`config.mk`:
```
export PLATFORM = sky130hd
export DESIGN_NAME = alu_exec_unit
export DESIGN_NICKNAME = d
export VERILOG_FILES = /design/src/rtl/alu_ctl_pkg.sv /design/src/rtl/alu_core.sv /design/src/rtl/alu_exec_unit.sv
export SDC_FILE = /design/constraint.sdc
export NUM_CORES = 1
export LEC_CHECK = 0
export BUFFER_PORTS_ARGS = -buffer_cell sky130_fd_sc_hd__clkbuf_2
export CORE_ASPECT_RATIO = 1.75
export CORE_MARGIN = 2
export CORE_UTILIZATION = 23
export CTS_BUF_LIST = sky130_fd_sc_hd__clkbuf_4 sky130_fd_sc_hd__clkbuf_8 sky130_fd_sc_hd__clkbuf_16
export CTS_CLUSTER_DIAMETER = 40
export DETAILED_ROUTE_END_ITERATION = 8
export GPL_TIMING_DRIVEN = 0
export PLACE_DENSITY_LB_ADDON = 0.1
export SKIP_CTS_REPAIR_TIMING = 1
export SLEW_MARGIN = 40
export SYNTH_ARGS = -nofsm -noshare
export SYNTH_HDL_FRONTEND = slang
export SYNTH_SLANG_ARGS = --single-unit
```
`constraint.sdc`:
```
create_clock -name clk -period 3.1 [get_ports clk]
set_clock_uncertainty 0.05 [all_clocks]
set_input_delay 0.775 -clock clk [delete_from_list [all_inputs] [get_ports clk]]
set_output_delay 0.775 -clock clk [all_outputs]
set_load 0.02 [all_outputs]
```
`src/rtl/alu_ctl_pkg.sv`:
```
// rtl/alu_ctl_pkg.sv - ALU control codes and result bundle shared by the decoder and execute unit
//
// Purpose : single source for the 4-bit alu_ctl encodings and the bundle that
//           carries a computed result together with its flags.
// Contents: ALU_W    - width of the result field in alu_res_t (largest WIDTH supported)
//           ALU_*    - alu_ctl code constants
//           alu_res_t- {result, zero, ovf, illegal}
package alu_ctl_pkg;

  localparam int unsigned ALU_W = 32;

  localparam logic [3:0] ALU_AND = 4'd0;
  localparam logic [3:0] ALU_OR  = 4'd1;
  localparam logic [3:0] ALU_ADD = 4'd2;
  localparam logic [3:0] ALU_SUB = 4'd6;
  localparam logic [3:0] ALU_SLT = 4'd7;
  localparam logic [3:0] ALU_NOR = 4'd12;

  typedef struct packed {
    logic [ALU_W-1:0] result;
    logic             zero;
    logic             ovf;
    logic             illegal;
  } alu_res_t;

endpackage

```
`src/rtl/alu_core.sv`:
```
// rtl/alu_core.sv - combinational ALU datapath producing a result bundle
//
// Purpose: evaluate one operation selected by alu_ctl on operands a and b.
// Ports  : alu_ctl [3:0]     in  - operation code (see alu_ctl_pkg)
//          a       [WIDTH]   in  - first operand (rs)
//          b       [WIDTH]   in  - second operand (rt)
//          res     alu_res_t out - result, zero, ovf, illegal
module alu_core
  import alu_ctl_pkg::*;
#(
  parameter int unsigned WIDTH = ALU_W
) (
  input  logic [3:0]       alu_ctl,
  input  logic [WIDTH-1:0] a,
  input  logic [WIDTH-1:0] b,
  output alu_res_t         res
);

  logic [WIDTH-1:0] sum;
  logic [WIDTH-1:0] diff;
  logic [WIDTH-1:0] r;
  logic             v;
  logic             ill;

  assign sum  = a + b;
  assign diff = a - b;

  always_comb begin
    r   = '0;
    v   = 1'b0;
    ill = 1'b0;
    case (alu_ctl)
      ALU_AND: r = a & b;
      ALU_OR:  r = a | b;
      ALU_ADD: begin
        r = sum;
        // Same-sign operands whose sum flips sign have wrapped.
        v = (a[WIDTH-1] == b[WIDTH-1]) && (sum[WIDTH-1] != a[WIDTH-1]);
      end
      ALU_SUB: begin
        r = diff;
        // Subtracting an opposite-sign value can wrap past the range.
        v = (a[WIDTH-1] != b[WIDTH-1]) && (diff[WIDTH-1] != a[WIDTH-1]);
      end
      ALU_SLT: r = {{(WIDTH-1){1'b0}}, ($signed(a) < $signed(b))};
      ALU_NOR: r = ~(a | b);
      default: ill = 1'b1;
    endcase
  end

  always_comb begin
    res         = '0;
    res.result  = ALU_W'(r);
    res.zero    = (r == '0);
    res.ovf     = v;
    res.illegal = ill;
  end

endmodule

```
`src/rtl/alu_exec_unit.sv`:
```
// rtl/alu_exec_unit.sv - ALU execute stage with valid/ready handshake and two-entry buffering
//
// Purpose: accept operations, compute them in alu_core and present results
//          with one cycle of latency; an output register plus one skid
//          register absorb downstream stalls without losing throughput.
// Ports  : clk, reset (async, active high)
//          in_valid/in_ready, alu_ctl, op_a, op_b     - operation input
//          out_valid/out_ready, result, zero, ovf,
//          illegal                                    - result output
//          illegal_cnt [CNT_W]                        - saturating count of accepted illegal ops
module alu_exec_unit
  import alu_ctl_pkg::*;
#(
  parameter int unsigned WIDTH = 32,
  parameter int unsigned CNT_W = 8
) (
  input  logic             clk,
  input  logic             reset,
  input  logic             in_valid,
  output logic             in_ready,
  input  logic [3:0]       alu_ctl,
  input  logic [WIDTH-1:0] op_a,
  input  logic [WIDTH-1:0] op_b,
  output logic             out_valid,
  input  logic             out_ready,
  output logic [WIDTH-1:0] result,
  output logic             zero,
  output logic             ovf,
  output logic             illegal,
  output logic [CNT_W-1:0] illegal_cnt
);

  alu_res_t         core_res;
  alu_res_t         out_q;
  alu_res_t         skid_q;
  logic             out_valid_q;
  logic             skid_empty_q;
  logic [CNT_W-1:0] illegal_cnt_q;
  logic             accept;
  logic             consume;

  alu_core #(.WIDTH(WIDTH)) u_core (
    .alu_ctl (alu_ctl),
    .a       (op_a),
    .b       (op_b),
    .res     (core_res)
  );

  assign accept  = in_valid & skid_empty_q;
  assign consume = out_valid_q & out_ready;

  always_ff @(posedge clk or posedge reset) begin
    if (reset) begin
      out_q         <= '0;
      skid_q        <= '0;
      out_valid_q   <= 1'b0;
      skid_empty_q  <= 1'b1;
      illegal_cnt_q <= '0;
    end else begin
      // A full skid blocks accept, so the first branch never sees one.
      if (consume && !skid_empty_q) begin
        out_q        <= skid_q;
        skid_empty_q <= 1'b1;
      end else if (accept && (consume || !out_valid_q)) begin
        out_q       <= core_res;
        out_valid_q <= 1'b1;
      end else if (accept) begin
        skid_q       <= core_res;
        skid_empty_q <= 1'b0;
      end else if (consume) begin
        out_valid_q <= 1'b0;
      end

      if (accept && core_res.illegal && (illegal_cnt_q != {CNT_W{1'b1}})) begin
        illegal_cnt_q <= illegal_cnt_q + CNT_W'(1);
      end
    end
  end

  assign in_ready    = skid_empty_q;
  assign out_valid   = out_valid_q;
  assign result      = out_q.result[WIDTH-1:0];
  assign zero        = out_q.zero;
  assign ovf         = out_q.ovf;
  assign illegal     = out_q.illegal;
  assign illegal_cnt = illegal_cnt_q;

endmodule

```
==> results of run 1 <==
## synthesized netlist by cell type, drive strengths merged, types with 19 or more instances
cell type,n
a21oi,71
a221o,21
a22oi,47
buf,23
clkbuf,51
dfrtp,79
ha,98
inv,105
nand2,89
nand3,19
nor2,79
nor3,23
o21ai,116
o31ai,22
## layout by cell type (no fill, tap or decap), types with 10 or more instances in the layout
cell,count
o21ai_1,16
clkbuf_1,32
nand4_1,17
o21ai_0,87
nor3_1,19
nand3_1,17
ha_4,15
a221oi_1,10
dfrtp_1,79
nand2_1,86
a22oi_1,46
clkbuf_2,118
a21o_1,12
nor2_1,72
buf_2,12
a221o_1,20
buf_4,49
buf_6,12
o21ai_2,12
inv_2,11
nand2b_1,10
a21oi_2,10
xnor2_1,12
ha_1,82
nor4_1,10
a21oi_1,54
o31ai_1,16
inv_1,84
## cell type report
class                           instances  area share
Timing Repair Buffer                  165      0.0886
Clock buffer                            9      0.0186
Tap cell                              485      0.0502
Clock inverter                          7     0.00797
Multi-Input combinational cell        885       0.600
Buffer                                 72      0.0329
Inverter                              105      0.0360
Sequential cell                        80       0.166
## worst max path at each step
stage | startpoint | endpoint | slack, ps | cells after the start
after floorplan | op_a[0] | skid_q[2] | -480 | 14
after global placement | alu_ctl[0] | skid_q[2] | -2530 | 12
after detailed placement | op_a[0] | skid_q[2] | -2090 | 15
after CTS | op_a[0] | skid_q[2] | -1740 | 15
after global routing | op_a[4] | zero | -920 | 15
final | op_a[8] | skid_q[2] | -780 | 16
## logic make-up (layout without fill, tap and decap cells)
family | Yosys count | in the layout
DFF | 80 | 80
xor gates and xnor gates | 15 | 15
buffers and inverters | 179 | 358
adders and majority gates | 100 | 100
muxes | 12 | 12
AOI/OAI and AO/OA | 445 | 445
and+or+nand+nor | 313 | 313
## worst register-to-register path, stage by stage (launching register included)
cell and delay (ps):
dfstp_2 520, clkbuf_1 200, nand2_1 180, a21o_1 320
o21a_1 150, clkbuf_1 210, clkbuf_1 330, a22oi_1 220
o21ai_0 120
## sequential cells by signal, summed over array words and instances, names as in the netlist
signal and flops:
illegal_cnt 8, illegal 1, skid_q 35, in_ready 1, zero 1, result 32
ovf 1, out_valid 1
## layer usage
metal / wire length (um) / global-route usage / vias up
met5: 0 / 0 / -
li1: - / - / 4608
met2: 23000 / 0.390 / 295
met1: 15400 / 0.208 / 4752
met4: 3390 / 0.142 / 0
met3: 1100 / 0.0132 / 123
## power by group through the flow
stage	clock (mW)	combinational (mW)	sequential, mW
after CTS	1.20	1.37	1.04
after global routing	1.23	1.82	1.04
after global placement	0	1.36	1.06
after detailed placement	0	1.37	1.06
after floorplan	0	0.870	1.06
final	1.16	1.70	1.04
## through the flow
step / setup WS [ps] / total power, mW / instances
4_1_cts: -1740 / 3.61 / 1762
5_1_grt: -918 / 4.09 / 1808
3_3_place_gp: -2530 / 2.42 / 1745
6_report: -780 / 3.91 / 1808
3_5_place_dp: -2090 / 2.43 / 1746
2_1_floorplan: -481 / 1.93 / 1144
==> results.sh, run 1 <==
export IMPL_status="complete, but fails checks"
export IMPL_violations="setup timing"
export IMPL_max_freq_mhz=258
export IMPL_gp_congestion=0.918
export IMPL_reg2reg_to="result[23]"
export IMPL_p_clk_frac=0.297
export IMPL_slowest_delay_ps=430
export IMPL_crit_chain="clkbuf_2 -> inv_1 -> ha_4 -> buf_6 -> nand4_1 -> or3_1 -> a21oi_4 -> buf_4 -> o21ai_0 -> a31oi_2 -> o2111a_1 -> nand4_1 -> nor4_4 -> and4_4 -> nand4_1 -> o21ai_1"
export IMPL_worstPathRequired_ps=3320
export IMPL_intPower_mw=2.39
export IMPL_post_route_cell_area_um2=12100
export IMPL_syn_inst=1144
export IMPL_whs_ps=324
export IMPL_synth_compound_area_frac=0.352
export IMPL_insertion_delay_ps=350
export IMPL_rsz0062_at_grt="true"
export IMPL_initial_core_util=0.234
export IMPL_synth_area_leader_cell="dfrtp_1"
export IMPL_die_y_um=266
export IMPL_cp_start_kind="input pin"
export IMPL_numCtsBuffers=9
export IMPL_drt_iter0_drc=521
export IMPL_htree_num_levels=3
export IMPL_seq_power_share=0.267
export IMPL_critical_path_class="input pin to register"
export IMPL_synth_adder_area_share=0.141
export IMPL_vias=9778
export IMPL_fin_tns_setup_ps=-7560
export IMPL_syn_area_per_cell_um2=7.86
export IMPL_worst_path_buf_inv=4
export IMPL_vias_per_cell=5.41
export IMPL_syn_num_nets=1316
export IMPL_yosys_warnings=0
export IMPL_coreArea_um2=38500
export IMPL_relSlewSlack=0.360
export IMPL_grt_total_usage=0.204
export IMPL_die_w_um=154
export IMPL_grt_pass1_vias=9958
export IMPL_drc_errors=0
export IMPL_antenna_found_initial=0
export IMPL_yosys_area_share_xor_xnor=0.0146
export IMPL_p_leak_nw=5.21
export IMPL_cp_max_fo=10
export IMPL_cp_common_cell="nand4_1"
export IMPL_rr_worst_depth=8
export IMPL_ys_ff_latch=80
export IMPL_finalCritPeriodShare=1.25
export IMPL_grt_pass1_wl_mm=62.7
export IMPL_p_comb_frac=0.436
export IMPL_dp_hpwl_mm=34.9
export IMPL_drv_cap=0
export IMPL_netSwitchingFraction=0.388
export IMPL_cp_top_family="simple AND/OR/NAND/NOR gates"
export IMPL_die_area_um2=40800
export IMPL_grt_ovfl_total=0
export IMPL_p_per_area_nw_per_um2=323
export IMPL_hold_viol=0
export IMPL_reg2reg_slack_ps=650
export IMPL_synth_area_mux_share=0.0150
export IMPL_fin_crit_ps=3880
export IMPL_ant_nets=0
export IMPL_synth_top_area_share=0.220
export IMPL_finalSetupViolCount=26
export IMPL_cts_sinks=80
export IMPL_synth_top_family_by_area="compound AO/OA/AOI/OAI gates"
export IMPL_drv_slew=0
export IMPL_portBuffers=116
export IMPL_multiInputGateArea_um2=7250
export IMPL_routedWlPerCell_um=23.7
export IMPL_worst_slack_ps=-780
export IMPL_final_layout_size_suffix_gt1_frac=0.298
export IMPL_detailed_place_area_um2=10400
export IMPL_grt_max_degree=57
export IMPL_worstPathArrival_ps=4100
export IMPL_clk_path_buf_depth=2
export IMPL_n_fill_cell=4225
export IMPL_synth_seq_area_share=0.223
export IMPL_n_antenna_cell=0
export IMPL_fin_util=0.314
export IMPL_path_clk_slew_ps=60
export IMPL_ys_async_sr_fraction=1.00
export IMPL_rows=95
export IMPL_synth_ff_type="dfrtp_1"
export IMPL_nets=1490
export IMPL_end_kind="register"
export IMPL_switching_power_mw=1.51
export IMPL_worstMarginPinSlew_ps=951
export IMPL_wl_mm=42.9
export IMPL_vdd_drop_max_v=0.000258
export IMPL_regArea_um2=2000
export IMPL_synth_edf_count=0
export IMPL_synth_area_um2=9000
export IMPL_syn2layout_area_growth_pct=34.4
export IMPL_first_pass_iters=4
export IMPL_io_pins=117
export IMPL_hp_class="input pin to asynchronous set/reset pin"
export IMPL_ys_types=100
export IMPL_cts_tree="done"
export IMPL_cts_root_buf="clkbuf_16"
export IMPL_synth_area_leaders="dfrtp_1 (22%), ha_1 (14%), o21ai_0 (6.1%)"
export IMPL_slowest_stage="or3_1"
export IMPL_reg2reg_from="in_ready"
export IMPL_synthSimpleGateAreaFrac=0.175
No activity file was read; power rests on OpenSTA's default activity.
==> run 2, diff against run 1 <==
--- a/config.mk
+++ b/config.mk
@@ -9,10 +9,11 @@
 export CORE_ASPECT_RATIO = 1.75
 export CORE_MARGIN = 2
 export CORE_UTILIZATION = 23
-export CTS_BUF_LIST = sky130_fd_sc_hd__clkbuf_4 sky130_fd_sc_hd__clkbuf_8 sky130_fd_sc_hd__clkbuf_16
+export CTS_BUF_LIST = sky130_fd_sc_hd__clkbuf_4
 export CTS_CLUSTER_DIAMETER = 40
 export DETAILED_ROUTE_END_ITERATION = 8
 export GPL_TIMING_DRIVEN = 0
+export MAX_ROUTING_LAYER = met4
 export PLACE_DENSITY_LB_ADDON = 0.1
 export SKIP_CTS_REPAIR_TIMING = 1
 export SLEW_MARGIN = 40
==> run 2 against run 1 <==
- the flow still finishes with violations (setup timing)
- non-clock buffer count fell by 7
- critical path depth is 1 lower
- global-route usage increased by 0.74 points
- critical endpoint is now zero
- critical path type unchanged
- register-to-register slack about the same
- via count increased by 1.8%
- largest cell class unchanged
- worst setup slack improved by 74 ps
- die area unchanged
==> results.sh, run 2 (synthesized netlist as in run 1, its figures left out) <==
export IMPL_cp_top_family="simple AND/OR/NAND/NOR gates"
export IMPL_vias=9956
export IMPL_status="complete, but fails checks"
export IMPL_dp_hpwl_mm=35.1
export IMPL_worst_slack_ps=-706
export IMPL_reg2reg_from="in_ready"
export IMPL_htree_num_levels=3
export IMPL_grt_ovfl_total=0
export IMPL_ant_nets=0
export IMPL_n_fill_cell=4277
export IMPL_grt_max_degree=57
export IMPL_layout_common_cells="clkbuf_2 (130), inv_1 (94), o21ai_0 (93), nand2_1 (85), ha_1 (83)"
export IMPL_top_register="skid_q"
export IMPL_hold_viol=0
export IMPL_final_cells=1802
export IMPL_end_kind="register"
export IMPL_finalSetupViolCount=23
export IMPL_worst_path_buf_inv=3
export IMPL_initial_core_util=0.234
export IMPL_die_y_um=266
export IMPL_drv_cap=0
export IMPL_grt_pass1_wl_mm=63.0
export IMPL_crit_chain="clkbuf_2 -> inv_2 -> ha_4 -> buf_6 -> nor2b_2 -> o211ai_1 -> nand4b_1 -> o31ai_4 -> mux2i_1 -> and3_4 -> o2111ai_1 -> nor4_4 -> and4_4 -> nand4_1 -> o21ai_1"
export IMPL_cp_max_fo=7
export IMPL_vdd_drop_max_v=0.000135
export IMPL_slowest_delay_ps=570
export IMPL_violations="setup timing"
export IMPL_fin_crit_ps=3810
export IMPL_largest_reg_flops=35
export IMPL_wl_mm=43.5
export IMPL_grt_pass1_vias=9902
export IMPL_worstSetupStartpoint="op_b[7]"
export IMPL_final_layout_size_suffix_gt1_frac=0.280
export IMPL_p_leak_nw=5.10
export IMPL_p_per_area_nw_per_um2=294
export IMPL_worstPathRequired_ps=3450
export IMPL_antenna_found_initial=1
export IMPL_coreArea_um2=38500
export IMPL_cts_tree="done"
export IMPL_cp_start_kind="input pin"
export IMPL_die_w_um=154
export IMPL_drc_errors=0
export IMPL_finalCritPeriodShare=1.23
export IMPL_nets=1483
export IMPL_cts_root_buf="clkbuf_4"
export IMPL_clk_path_buf_depth=2
export IMPL_hp_class="input pin to asynchronous set/reset pin"
export IMPL_dp_cells=1746
export IMPL_numCtsBuffers=9
export IMPL_portBuffers=116
export IMPL_drt_iter0_drc=510
export IMPL_first_pass_iters=7
export IMPL_whs_ps=178
export IMPL_path_clk_slew_ps=150
export IMPL_worstPathArrival_ps=4160
export IMPL_final_common_cell="clkbuf_2"
export IMPL_slowest_stage="o31ai_4"
export IMPL_relSlewSlack=0.365
export IMPL_insertion_delay_ps=480
export IMPL_routedWlPerCell_um=24.2
export IMPL_die_area_um2=40800
export IMPL_grt_total_usage=0.212
export IMPL_critical_path_class="input pin to register"
export IMPL_syn2layout_area_growth_pct=30.3
export IMPL_rows=95
export IMPL_io_pins=117
export IMPL_cts_sinks=80
export IMPL_worstMarginPinSlew_ps=942
export IMPL_rsz0062_at_grt="true"
export IMPL_gp_congestion=0.938
export IMPL_drv_slew=0
export IMPL_vias_per_cell=5.52
export IMPL_max_freq_mhz=263
-- run 2: changes by cell type in the layout (fill, tap and decap cells not counted), sizes merged --
cell and change:
clkbuf +10, clkinv -3, clkinvlp +1, buf -17
inv +2, diode +1
-- run 2: path summary, 6_finish.rpt --
kind,endpoint,slack (ps),cells past startpoint
max in group asynchronous,in_ready,2200,3
min,skid_q[18],180,2
max,zero,-710,15
min reg2reg,skid_q[28],450,2
min in group clk,skid_q[28],450,2
max reg2reg,result[16],650,8
-- run 2: power by group --
group | total [mW] | internal [mW] | switching, mW | leakage (nW)
clock network | 0.742 | 0.328 | 0.414 | 0.0844
logic | 1.66 | 0.615 | 1.05 | 3.91
registers | 1.04 | 1.04 | 0 | 1.10
-- run 2: worst reg2reg max path: stages (launching register included) --
cell	delay (ps)
dfstp_2	550
clkbuf_1	200
nand2_1	180
a21o_1	330
o21a_1	160
clkbuf_1	220
clkbuf_1	320
a22oi_1	220
o21ai_0	110
-- run 2: per-stage QoR --
stage / power [mW] / setup WS (ps) / util / area (um2) / setup TNS [ps]
floorplan: 1.93 / -481 / - / 9160 / -1620
global placement: 2.43 / -2540 / 0.269 / 10300 / -163800
detailed placement: 2.44 / -2130 / 0.270 / 10400 / -64540
CTS: 3.19 / -1620 / 0.274 / 10600 / -28320
global route: 3.62 / -790 / 0.304 / 11700 / -5790
finish: 3.45 / -706 / 0.304 / 11700 / -4540
-- run 2: layout make-up --
class | instances | area, um2 | share of cell area
timing repair buffer | 158 | 1000 | 0.0857
inverter | 105 | 418 | 0.0356
clock inverter | 7 | 93.8 | 0.00800
multi-input combinational | 885 | 7140 | 0.609
antenna | 1 | 2.50 | 0.000213
buffer | 72 | 385 | 0.0329
tap | 485 | 607 | 0.0518
clock buffer | 9 | 67.6 | 0.00576
sequential | 80 | 2000 | 0.171
-- run 2: per-layer routing --
| metal | up-vias | track usage | part of all wire |
|---|---|---|---|
| li1 | 4585 | - | - |
| met3 | 135 | 0.0168 | 0.031 |
| met4 | 0 | 0.134 | 0.081 |
| met5 | - | - | 0 |
| met1 | 4925 | 0.205 | 0.35 |
| met2 | 311 | 0.401 | 0.54 |
==> run 3, diff against run 2 <==
--- a/config.mk
+++ b/config.mk
@@ -6,9 +6,8 @@
 export NUM_CORES = 1
 export LEC_CHECK = 0
 export BUFFER_PORTS_ARGS = -buffer_cell sky130_fd_sc_hd__clkbuf_2
-export CORE_ASPECT_RATIO = 1.75
 export CORE_MARGIN = 2
-export CORE_UTILIZATION = 23
+export CORE_UTILIZATION = 55
 export CTS_BUF_LIST = sky130_fd_sc_hd__clkbuf_4
 export CTS_CLUSTER_DIAMETER = 40
 export DETAILED_ROUTE_END_ITERATION = 8
==> run 3 against run 2 <==
- largest power group unchanged
- sequential power barely moved
- critical path depth stayed put
- worst hold slack improved by 22 ps
- sequential share of layout area rose by 0.75 points
- register-to-register slack better by 50 ps
- wire length shrank 23%
- non-clock buffer count down 10
- global-route usage rose by 16 points
- the run still ends with setup timing left
- die area fell by 57%
==> results.sh, run 3 (synthesized netlist as in run 1, its figures left out) <==
export IMPL_status="complete, but fails checks"
export IMPL_violations="setup timing"
export IMPL_critical_path_class="input pin to register"
export IMPL_fin_crit_ps=3640
export IMPL_p_clk_frac=0.201
export IMPL_layout_common_cells="clkbuf_2 (127), inv_1 (95), o21ai_0 (94), nand2_1 (83), ha_1 (82)"
export IMPL_cts_sinks=80
export IMPL_finalSetupViolCount=11
export IMPL_p_total_mw=3.29
export IMPL_hold_viol=0
export IMPL_coreArea_um2=15900
export IMPL_nets=1473
export IMPL_dp_hpwl_mm=25.6
export IMPL_drc_errors=0
export IMPL_gp_congestion=1.02
export IMPL_final_common_cell="clkbuf_2"
export IMPL_worstMarginPinSlew_ps=710
export IMPL_finalCritPeriodShare=1.18
export IMPL_routedWlPerCell_um=22.1
export IMPL_rsz0062_at_grt="true"
export IMPL_grt_pass1_wl_mm=50.2
export IMPL_die_w_um=132
export IMPL_portBuffers=116
export IMPL_clk_path_buf_depth=2
export IMPL_relSlewSlack=0.527
export IMPL_cp_max_fo=3
export IMPL_cp_start_kind="input pin"
export IMPL_numCtsBuffers=9
export IMPL_worst_slack_ps=-545
export IMPL_grt_max_degree=63
export IMPL_post_route_cell_area_um2=11200
export IMPL_ant_nets=0
export IMPL_wl_mm=33.7
export IMPL_top_register="skid_q"
export IMPL_drt_iter0_drc=1020
export IMPL_seq_power_share=0.317
export IMPL_vias_per_cell=6.70
export IMPL_hp_class="input pin to asynchronous set/reset pin"
export IMPL_max_freq_mhz=274
export IMPL_path_clk_slew_ps=140
export IMPL_worstPathRequired_ps=3410
export IMPL_initial_core_util=0.564
export IMPL_grt_total_usage=0.373
export IMPL_final_layout_size_suffix_gt1_frac=0.276
export IMPL_drv_slew=0
export IMPL_multiInputGateArea_um2=7110
export IMPL_grt_pass1_vias=9238
export IMPL_drv_cap=0
export IMPL_first_pass_iters=6
export IMPL_fin_tns_setup_ps=-2220
export IMPL_p_per_area_nw_per_um2=293
export IMPL_rows=46
export IMPL_worstPathArrival_ps=3950
export IMPL_syn2layout_area_growth_pct=24.8
export IMPL_switching_power_mw=1.38
export IMPL_detailed_place_area_um2=10000
export IMPL_p_comb_frac=0.482
export IMPL_antenna_found_initial=1
export IMPL_insertion_delay_ps=430
export IMPL_regArea_um2=2000
export IMPL_cts_tree="done"
export IMPL_die_y_um=132
export IMPL_largest_reg_flops=35
export IMPL_intPower_mw=1.91
export IMPL_grt_ovfl_total=0
export IMPL_die_area_um2=17400
export IMPL_vias=10200
export IMPL_htree_num_levels=3
export IMPL_cts_root_buf="clkbuf_4"
export IMPL_p_leak_nw=5.03
export IMPL_netSwitchingFraction=0.419
export IMPL_io_pins=117
export IMPL_vdd_drop_max_v=0.000263
export IMPL_end_kind="register"
export IMPL_n_fill_cell=1327
run 3: cell types whose count changed in the layout (fill, tap and decap cells not counted), moves of 3 or more:
cell,delta
buf_12,-3
a21oi_2,+5
inv_6,+3
buf_4,+6
a21oi_1,-4
buf_6,-4
clkbuf_4,-3
a31oi_1,+3
a31oi_2,-3
clkbuf_2,-3
run 3: power groups by stage:
stage / Clock [mW] / Combinational, mW / Sequential (mW)
6_report: 0.660 / 1.59 / 1.04
5_1_grt: 0.708 / 1.68 / 1.04
4_1_cts: 0.667 / 1.27 / 1.04
3_5_place_dp: 0 / 1.26 / 1.06
3_3_place_gp: 0 / 1.24 / 1.06
2_1_floorplan: 0 / 0.870 / 1.06
run 3: through the flow:
step	setup slack [ps]	instances	util	hold slack (ps)
4_1_cts	-1490	1493	0.640	194
3_5_place_dp	-1940	1477	0.630	421
3_3_place_gp	-1870	1476	0.628	412
2_1_floorplan	-481	1144	-	400
6_report	-545	1523	0.704	200
5_1_grt	-633	1523	0.704	212
run 3: final cells by class:
cell class	instances	share of cell area
inverter	105	0.0369
timing repair buffer	150	0.0791
multi-input combinational	885	0.633
sequential	80	0.178
clock inverter	7	0.00758
buffer	70	0.0348
antenna	1	0.000223
clock buffer	9	0.00602
tap	216	0.0241
run 3: final timing paths:
check	from	slack [ps]	depth (start not counted)	to
worst min register to register	skid_q[22]	450	2	skid_q[22]
min in group clk	skid_q[22]	450	2	skid_q[22]
worst max-delay path	op_b[0]	-540	15	zero
worst max register to register	in_ready	700	8	result[24]
max in group asynchronous	reset	2220	3	in_ready
worst min-delay path	reset	200	2	skid_q[30]
run 3: metal layers:
| metal | track usage | up-vias | wire length (um) |
|---|---|---|---|
| met4 | 0.136 | 0 | 1240 |
| met1 | 0.489 | 4871 | 13500 |
| met3 | 0.0565 | 115 | 3600 |
| met5 | - | - | 0 |
| met2 | 0.586 | 636 | 15400 |
| li1 | - | 4585 | - |
run 3: worst max-delay path, cell delays in order:
cell	delay, ps
buf_6	100
ha_4	130
inv_1	50
fa_2	520
mux2_2	160
o32ai_1	80
a221oi_2	220
nor4bb_2	270
nor4bb_4	320
o2111a_1	220
nand4_1	160
nor4_4	380
and4_1	240
nand4_1	160
o21ai_1	160
